## config.mk

```make
export PLATFORM = sky130hd
export DESIGN_NAME = pe_operand_seq
export DESIGN_NICKNAME = d
export VERILOG_FILES = /design/src/rtl/pe_operand_seq.sv
export SDC_FILE = /design/constraint.sdc
export NUM_CORES = 1
export LEC_CHECK = 0
export CAP_MARGIN = 20
export CORE_MARGIN = 2
export CORE_UTILIZATION = 26
export DETAILED_ROUTE_END_ITERATION = 6
export DONT_BUFFER_PORTS = 1
export MAX_ROUTING_LAYER = met4
export PLACE_DENSITY = 0.49
export REMOVE_ABC_BUFFERS = 1
export SLEW_MARGIN = 20
export SYNTH_ARGS = -nofsm -noshare
export SYNTH_HDL_FRONTEND = slang
export SYNTH_SLANG_ARGS = --single-unit
```

## constraint.sdc

```tcl
create_clock -name clk -period 2.8 [get_ports clk]
set_clock_uncertainty 0.15 [all_clocks]
set_input_delay 0.56 -clock clk [delete_from_list [all_inputs] [get_ports clk]]
set_output_delay 0.56 -clock clk [all_outputs]
set_load 0.1 [all_outputs]
```

## src/rtl/pe_operand_seq.sv

```systemverilog
// Operand staging bank and select sequencer feeding the PE operand mux.
// Loads a burst of operands, then sweeps the select over them for N passes.
module pe_operand_seq #(
    parameter int unsigned WIDTH      = 8,
    parameter int unsigned DEPTH      = 8,
    parameter int unsigned SEL_WIDTH  = $clog2(DEPTH),
    parameter int unsigned PASS_WIDTH = 8
) (
    input  logic                  clk,
    input  logic                  rst_n,
    input  logic                  start,
    input  logic [SEL_WIDTH-1:0]  cfg_last,
    input  logic [PASS_WIDTH-1:0] cfg_passes,
    input  logic                  in_valid,
    output logic                  in_ready,
    input  logic [WIDTH-1:0]      in_data,
    output logic [WIDTH-1:0]      buf_data [0:DEPTH-1],
    output logic [SEL_WIDTH-1:0]  sel,
    output logic                  out_valid,
    input  logic                  out_ready,
    output logic                  out_last,
    output logic                  busy,
    output logic                  done
);

    typedef enum logic [1:0] {
        IDLE   = 2'd0,
        LOAD   = 2'd1,
        STREAM = 2'd2
    } state_t;

    state_t                state;
    logic [SEL_WIDTH-1:0]  wptr;
    logic [SEL_WIDTH-1:0]  last_q;
    logic [PASS_WIDTH-1:0] passes_q;
    logic [PASS_WIDTH-1:0] pass_cnt;
    logic [PASS_WIDTH-1:0] pass_final;

    // passes_q is never zero, so this cannot underflow.
    assign pass_final = passes_q - PASS_WIDTH'(1);

    assign busy     = (state != IDLE);
    assign out_last = (state == STREAM) && (sel == last_q) && (pass_cnt == pass_final);

    always_ff @(posedge clk) begin
        if (!rst_n) begin
            state     <= IDLE;
            wptr      <= '0;
            last_q    <= '0;
            passes_q  <= PASS_WIDTH'(1);
            pass_cnt  <= '0;
            sel       <= '0;
            in_ready  <= 1'b0;
            out_valid <= 1'b0;
            done      <= 1'b0;
            for (int unsigned i = 0; i < DEPTH; i++) begin
                buf_data[i] <= '0;
            end
        end else begin
            done <= 1'b0;
            case (state)
                IDLE: begin
                    if (start) begin
                        last_q   <= cfg_last;
                        passes_q <= (cfg_passes == '0) ? PASS_WIDTH'(1) : cfg_passes;
                        wptr     <= '0;
                        in_ready <= 1'b1;
                        state    <= LOAD;
                    end
                end
                LOAD: begin
                    if (in_valid) begin
                        buf_data[wptr] <= in_data;
                        if (wptr == last_q) begin
                            sel       <= '0;
                            pass_cnt  <= '0;
                            in_ready  <= 1'b0;
                            out_valid <= 1'b1;
                            state     <= STREAM;
                        end else begin
                            wptr <= wptr + SEL_WIDTH'(1);
                        end
                    end
                end
                STREAM: begin
                    if (out_ready) begin
                        if (sel != last_q) begin
                            sel <= sel + SEL_WIDTH'(1);
                        end else if (pass_cnt != pass_final) begin
                            sel      <= '0;
                            pass_cnt <= pass_cnt + PASS_WIDTH'(1);
                        end else begin
                            sel       <= '0;
                            out_valid <= 1'b0;
                            done      <= 1'b1;
                            state     <= IDLE;
                        end
                    end
                end
                default: begin
                    state     <= IDLE;
                    in_ready  <= 1'b0;
                    out_valid <= 1'b0;
                end
            endcase
        end
    end

endmodule

```

==> summary.txt, run 1 <==
Place
  • Final GP Congestion: 0.820
  • Dpl cell area: 4830 sq um
  • Cells after DPL: 704
  • Place WS: 0.165 ns
  • # port buffers: 0
  • Post-detail-place hpwl: 8060 um

Worst hold path
  • Hold Path Class: input pin to flop

Global route
  • Vias in the first global route: 3271
  • Largest net degree at the start of global routing: 61
  • Congestion Overflow GR: 0
  • Antenna violations before repair: 0
  • GRT Total Usage: 14.3%
  • First-pass GRT wire length: 17600 um

Floorplan
  • Io pins: 96
  • Die height: 129 um
  • Horiz. Die Dim: 129 um
  • Initial Util: 26.7%
  • Core area: 15300 sq um
  • Num rows: 45
  • Die area: 16700 sq um

Logic synthesis
  • Complex-gate fraction of the synthesized area: 9.02%
  • Synth cell types: 47
  • Post-synthesis cell area: 4080 sq um
  • Mux contribution to synthesized area: 15.5%
  • Synth Instances: 445
  • Synth Warn #: 0
  • Synth Area in Simple Gates: 20.1%
  • Largest family of logic cells by synthesized area: simple AND/OR/NAND/NOR gates
  • Main synth FF type: dfxtp_1
  • Post-synth EDFFs: 0
  • Synth async-reset ratio: 0%
  • Syn Area/Cell: 9.17 sq um
  • Post-Synth Adder-Cell Area: 1.23%
  • Yosys reg bits: 94
  • Seq/Total Area, Yosys: 46.1%
  • Xor/xnor share of the synthesized area: 4.26%

Detailed routing
  • Starting DRT DRC Count: 211
  • DR DRC count: 0
  • Via count: 3293
  • Final wirelength: 11300 um
  • DR vias/cell: 4.55
  • First drt pass iteration count: 4
  • Routed length per instance: 15.6 um
  • Antenna viol nets, final: 0

Cells and area
  • Layout area overhead: 27.3%
  • Ant diodes: 0
  • Final instance area: 5190 sq um
  • Final cell count without fillers: 723
  • Final nets: 535
  • Share of cells above drive strength 1: 23.8%

Critical path
  • Max Fanout on Critical Path: 5
  • Critical path required time: 2.09 ns
  • Crit start category: flop
  • CP Class: flop to output pin
  • Crit path DAT: 1.99 ns
  • Worst setup EP type: output pin

Power
  • Leakage: 2.10 nW
  • Power per cell area: 587 nW/um^2
  • NetSw: 0.852 mW
  • Clk pwr share: 40.5%
  • Combinational Power Share: 13.7%
  • Sw Ratio: 27.9%
  • Internal power: 2.20 mW
  • Sequential share of power: 45.7%
  • Maximum vdd drop: 428 uV

STA
  • Final setup violation count: 0
  • Worst Slack Setup Final: 0.102 ns
  • Period utilization: 96.3%
  • Rel. slew slack: 54.7%
  • Slew at the pin with the worst max-slew slack: 0.679 ns
  • FMAX: 371 MHz
  • Final-report hold violation count: 0
  • Final setup TNS: 0 ns
  • Worst hold slack: 0.163 ns
  • Min Clock Period, post-route: 2.70 ns
  • Max Slew Vio Count: 0

CTS
  • CTS Buffer Depth: 2
  • Htree depth: 3
  • TritonCTS clock tree: done
  • Clock insertion delay at the later pin of the skew report: 0.34 ns
  • TritonCTS buffer count: 9
  • Reg clk slew, reported paths: 0.06 ns
  • Clk sink count: 94
  • Root Buffer: clkbuf_16

Status
  • Status: completed

Run
  • Max-cap violations: 0
[registers in the layout, indices dropped and copies added, names as in the netlist]
signal	cells
out_valid	1
wptr	3
sel	3
buf_data	64
pass_cnt	8
passes_q	8
in_ready	1
done	1
state	2
last_q	3
[cell usage after synthesis (2+ instances only)]
cell type / n / area (sq um)
ha_1: 4 / 50.1
nand4_1: 4 / 25.0
and3_1: 4 / 25.0
nor3_2: 2 / 20.0
o211ai_1: 2 / 15.0
clkbuf_1: 24 / 90.1
nor2_1: 67 / 251
and4_2: 2 / 20.0
nor4_1: 2 / 12.5
nor2_2: 3 / 18.8
a211o_1: 2 / 17.5
or3_1: 7 / 43.8
nor2b_1: 2 / 12.5
nand3b_1: 4 / 30.0
nor3_1: 4 / 20.0
nor3_4: 2 / 32.5
dfxtp_1: 94 / 1880
and2_1: 2 / 12.5
a211oi_2: 3 / 37.5
mux2i_1: 63 / 631
nand2_1: 49 / 184
xor2_1: 10 / 87.6
a21oi_1: 29 / 145
o21ai_0: 14 / 70.1
inv_1: 5 / 18.8
nand2b_1: 2 / 12.5
xnor2_1: 8 / 70.1
o21ai_1: 3 / 15.0
nand3_1: 6 / 30.0
buf_2: 5 / 25.0
[per-stage QoR]
stage / total power, mW / util [%]
after detailed placement: 1.82 / 31.7
after global placement: 1.81 / 31.7
after floorplan: 1.72 / -
after global routing: 3.19 / 34.0
final: 3.05 / 34.0
after CTS: 3.09 / 33.7
[power groups by stage]
stage / registers, mW / logic [mW] / clock network [mW]
floorplan: 1.50 / 0.218 / 0
global placement: 1.42 / 0.389 / 0
detailed placement: 1.43 / 0.395 / 0
CTS: 1.40 / 0.407 / 1.28
global route: 1.40 / 0.454 / 1.34
finish: 1.39 / 0.419 / 1.24
[final timing paths]
check                    from      endpoint  depth (start not counted)  slack [ns]
setup / recovery  passes_q[2]      out_last                          6        0.10
hold reg to reg   passes_q[7]   passes_q[7]                          2        0.32
hold / removal          rst_n   passes_q[0]                          1        0.16
setup reg to reg     state[0]  buf_data[59]                          5        0.52
[logic make-up (layout without fill, tap and decap cells)]
| logic type | after synthesis | count (layout) |
|---|---|---|
| flip-flops | 94 | 94 |
| AND/OR/NAND/NOR | 168 | 168 |
| AO/OA/AOI/OAI | 60 | 60 |
| multiplexers | 63 | 63 |
| buffers and inverters | 37 | 104 |
| adder cells (fa/ha/maj) | 4 | 4 |
| XOR/XNOR | 19 | 19 |
[timing repair]
item,4_1_cts,5_1_grt
gates resized for setup,2,8
endpoints found under the setup margin,1,1
hold endpoints to repair,0,0
setup buffers,1,2
pin swaps,0,5
hold buffers,0,0
[metal layers]
metal | wire length [um] | part of all wire, % | up-vias | GRT usage [%]
met5 | 0 | 0 | - | -
met4 | 148 | 1.3 | 0 | 3.77
met3 | 1040 | 9.2 | 10 | 6.56
met2 | 5450 | 48 | 82 | 23.2
met1 | 4660 | 41 | 1568 | 15.9
li1 | - | - | 1633 | -
[worst max-delay path, stage by stage, from the launching register on]
cell and delay (ns):
dfxtp_1 0.39, nor2_1 0.20, nor4b_4 0.24, xnor2_1 0.14, nor3_4 0.24, and4_4 0.27, buf_12 0.17
[placed cells by master, fill, tap and decap left out, drive strengths merged, types with 6 or more instances in the layout]
| cell | count |
|---|---|
| clkbuf | 10 |
| a21oi | 30 |
| xor2 | 11 |
| nand3 | 6 |
| xnor2 | 8 |
| buf | 83 |
| nand2 | 49 |
| dfxtp | 94 |
| nor2 | 70 |
| nor3 | 8 |
| or3 | 7 |
| mux2i | 63 |
| o21ai | 17 |
| inv | 7 |
[layout make-up]
class,instances,area (sq um)
Clock inverter,6,68.8
Tap cell,211,264
Fill cell,1567,10100
Timing Repair Buffer,83,648
Clock buffer,10,229
Inverter,5,18.8
Multi-Input combinational cell,314,2070
Sequential cell,94,1890
(Power assumes the default switching activity.)
==> run 2, diff against run 1 <==
Settings changed: CORE_MARGIN 2 to unset, PLACE_DENSITY 0.49 to 0.41.
==> summary.txt, run 2 (synthesis gave the netlist of run 1 again) <==
Status
  • Status: completed

STA
  • Final setup violation count: 0 (unchanged)
  • Min Clock Period, post-route: 2.68 ns (-0.0199 ns)
  • Period utilization: 95.6% (-0.71 points)
  • Max Slew Vio Count: 0 (unchanged)
  • Setup repair after global routing missed its margin: false
  • Final-report hold violation count: 0 (unchanged)
  • Rel. slew slack: 52.6% (-2.1 points)
  • Slew at the pin with the worst max-slew slack: 0.712 ns (+0.0321 ns)
  • FMAX: 373 MHz (+0.74%)
  • Worst hold slack: 0.161 ns (-0.00140 ns)

Global route
  • GRT Total Usage: 14.8% (+0.55 points)
  • Vias in the first global route: 3412 (+4.3%)
  • Congestion Overflow GR: 0 (unchanged)
  • Largest net degree at the start of global routing: 43 (-30%)
  • Antenna violations before repair: 0 (unchanged)
  • First-pass GRT wire length: 17800 um (+1.0%)

Floorplan
  • Core area: 15300 sq um (unchanged)
  • Num rows: 45 (unchanged)
  • Io pins: 96 (unchanged)
  • Die area: 16200 sq um (-3.1%)
  • Initial Util: 26.7% (unchanged)
  • Die height: 127 um (-1.5%)
  • Horiz. Die Dim: 127 um (-1.5%)

CTS
  • Hold-fix buffers, CTS: 0 (unchanged)
  • Reg clk slew, reported paths: 0.07 ns (about the same)
  • Clk sink count: 94 (unchanged)
  • Htree depth: 3 (unchanged)
  • TritonCTS clock tree: done
  • CTS Buffer Depth: 2 (unchanged)
  • Root Buffer: clkbuf_16
  • TritonCTS buffer count: 9 (unchanged)
  • Clock insertion delay at the later pin of the skew report: 0.35 ns (about the same)

Place
  • # port buffers: 0 (unchanged)
  • Final GP Congestion: 0.774 (-5.6%)
  • Post-detail-place hpwl: 7890 um (-2.1%)

Detailed routing
  • DR vias/cell: 4.53 (-0.44%)
  • Antenna viol nets, final: 0 (unchanged)
  • Via count: 3283 (-0.30%)
  • Routed length per instance: 15.2 um (-2.9%)
  • DR DRC count: 0 (unchanged)
  • First drt pass iteration count: 4 (unchanged)
  • Final wirelength: 11000 um (-2.7%)
  • Starting DRT DRC Count: 129 (-39%)

Critical path
  • Worst setup EP type: output pin
  • Slowest stage delay, CP: 0.39 ns (about the same)
  • Max Fanout on Critical Path: 5 (unchanged)
  • Cell family with most CP delay: simple AND/OR/NAND/NOR gates
  • Bufs and invs on worst path: 2 (+1)
  • Slowest-stage cell, CP: dfxtp_4
  • Crit path DAT: 1.97 ns (-0.02 ns)
  • Critical path required time: 2.09 ns (about the same)
  • CP Class: flop to output pin
  • Cells along the critical path: inv_2 > ha_4 > xor2_1 > nand3_1 > nor3_2 > and4_4 > buf_12
  • Crit start category: flop

Cells and area
  • Ant diodes: 0 (unchanged)
  • Top flop regs: buf_data (64), pass_cnt (8), passes_q (8)
  • Max reg flops: 64 (unchanged)
  • Final nets: 536 (+0.19%)
  • Most frequent cells in the layout: 92 x dfxtp_1, 83 x buf_4, 66 x nor2_1
  • Share of cells above drive strength 1: 24.2% (+0.34 points)
  • Biggest register: buf_data
  • Fillcell total: 1580 (+0.83%)
  • Leading cell type in the layout, fill and taps excluded: dfxtp_1
  • Layout area overhead: 26.7%

Power
  • Design Power: 2.97 mW (-2.5%)
  • Maximum vdd drop: 289 uV (-33%)
  • Leakage: 2.08 nW (-0.79%)
  • Power per cell area: 575 nW/um^2 (-2.0%)

Run
  • Max-cap violations: 0 (unchanged)

Worst hold path
  • Hold Path Class: input pin to flop
-- run 2: changes by cell type in the layout (fill, tap and decap cells not counted), moves of 2 or more --
cell,change
buf_4,+2
clkinvlp_4,+2
dfxtp_1,+2
dfxtp_2,-2
-- run 2: what timing repair did --
| action | CTS | global route |
|---|---|---|
| pin swaps | 0 | 4 |
| setup buffers | 1 | 0 |
| endpoints found under the setup margin | 1 | 1 |
| resized for setup | 1 | 8 |
-- run 2: layout make-up --
| type | count | area [sq um] | area share (%) |
|---|---|---|---|
| Tap cell | 211 | 264 | 5.11 |
| Inverter | 5 | 18.8 | 0.363 |
| Clock inverter | 6 | 45.0 | 0.871 |
| Timing Repair Buffer | 84 | 643 | 12.4 |
| Clock buffer | 10 | 239 | 4.62 |
| Sequential cell | 94 | 1890 | 36.6 |
| Multi-Input combinational cell | 314 | 2070 | 40.0 |
-- run 2: worst reg2reg max path, cell delays in order, from the launching register on --
cell,delay [ns]
dfxtp_1,0.47
nor2b_1,0.33
nand2_1,0.15
buf_4,0.20
nor2_2,0.51
mux2i_1,0.29
nor2_1,0.05
-- run 2: worst paths after layout --
path                             startpoint            to  slack, ns  depth (start not counted)
worst max-delay path            passes_q[0]      out_last       0.12                          7
worst min-delay path                  rst_n   passes_q[0]       0.16                          1
worst max register to register     state[0]  buf_data[41]       0.53                          6
worst min register to register  passes_q[7]   passes_q[7]       0.32                          2
-- run 2: per-stage QoR --
stage / cell area, sq um / setup TNS [ns] / instances / util, % / setup slack (ns)
final: 5170 / 0 / 724 / 33.9 / 0.122
after global routing: 5170 / 0 / 724 / 33.9 / 0.00654
after CTS: 5140 / 0 / 724 / 33.7 / 0.0437
after detailed placement: 4840 / 0 / 707 / 31.8 / 0.151
after global placement: 4840 / 0 / 707 / 31.8 / 0.202
after floorplan: 3950 / -0.503 / 413 / - / -0.503
-- run 2: power by group --
group	leakage (nW)	switching [mW]	internal, mW
logic	1.19	0.276	0.128
clock network	0.131	0.544	0.629
registers	0.761	0.0326	1.36
total	2.08	0.853	2.12
-- run 2: per-layer routing --
layer	up-vias	GRT usage [%]	part of all wire (%)
li1	1645	-	-
met2	79	24.2	48
met5	-	-	0
met3	15	4.86	7.2
met4	0	7.42	2.0
met1	1544	16.2	43
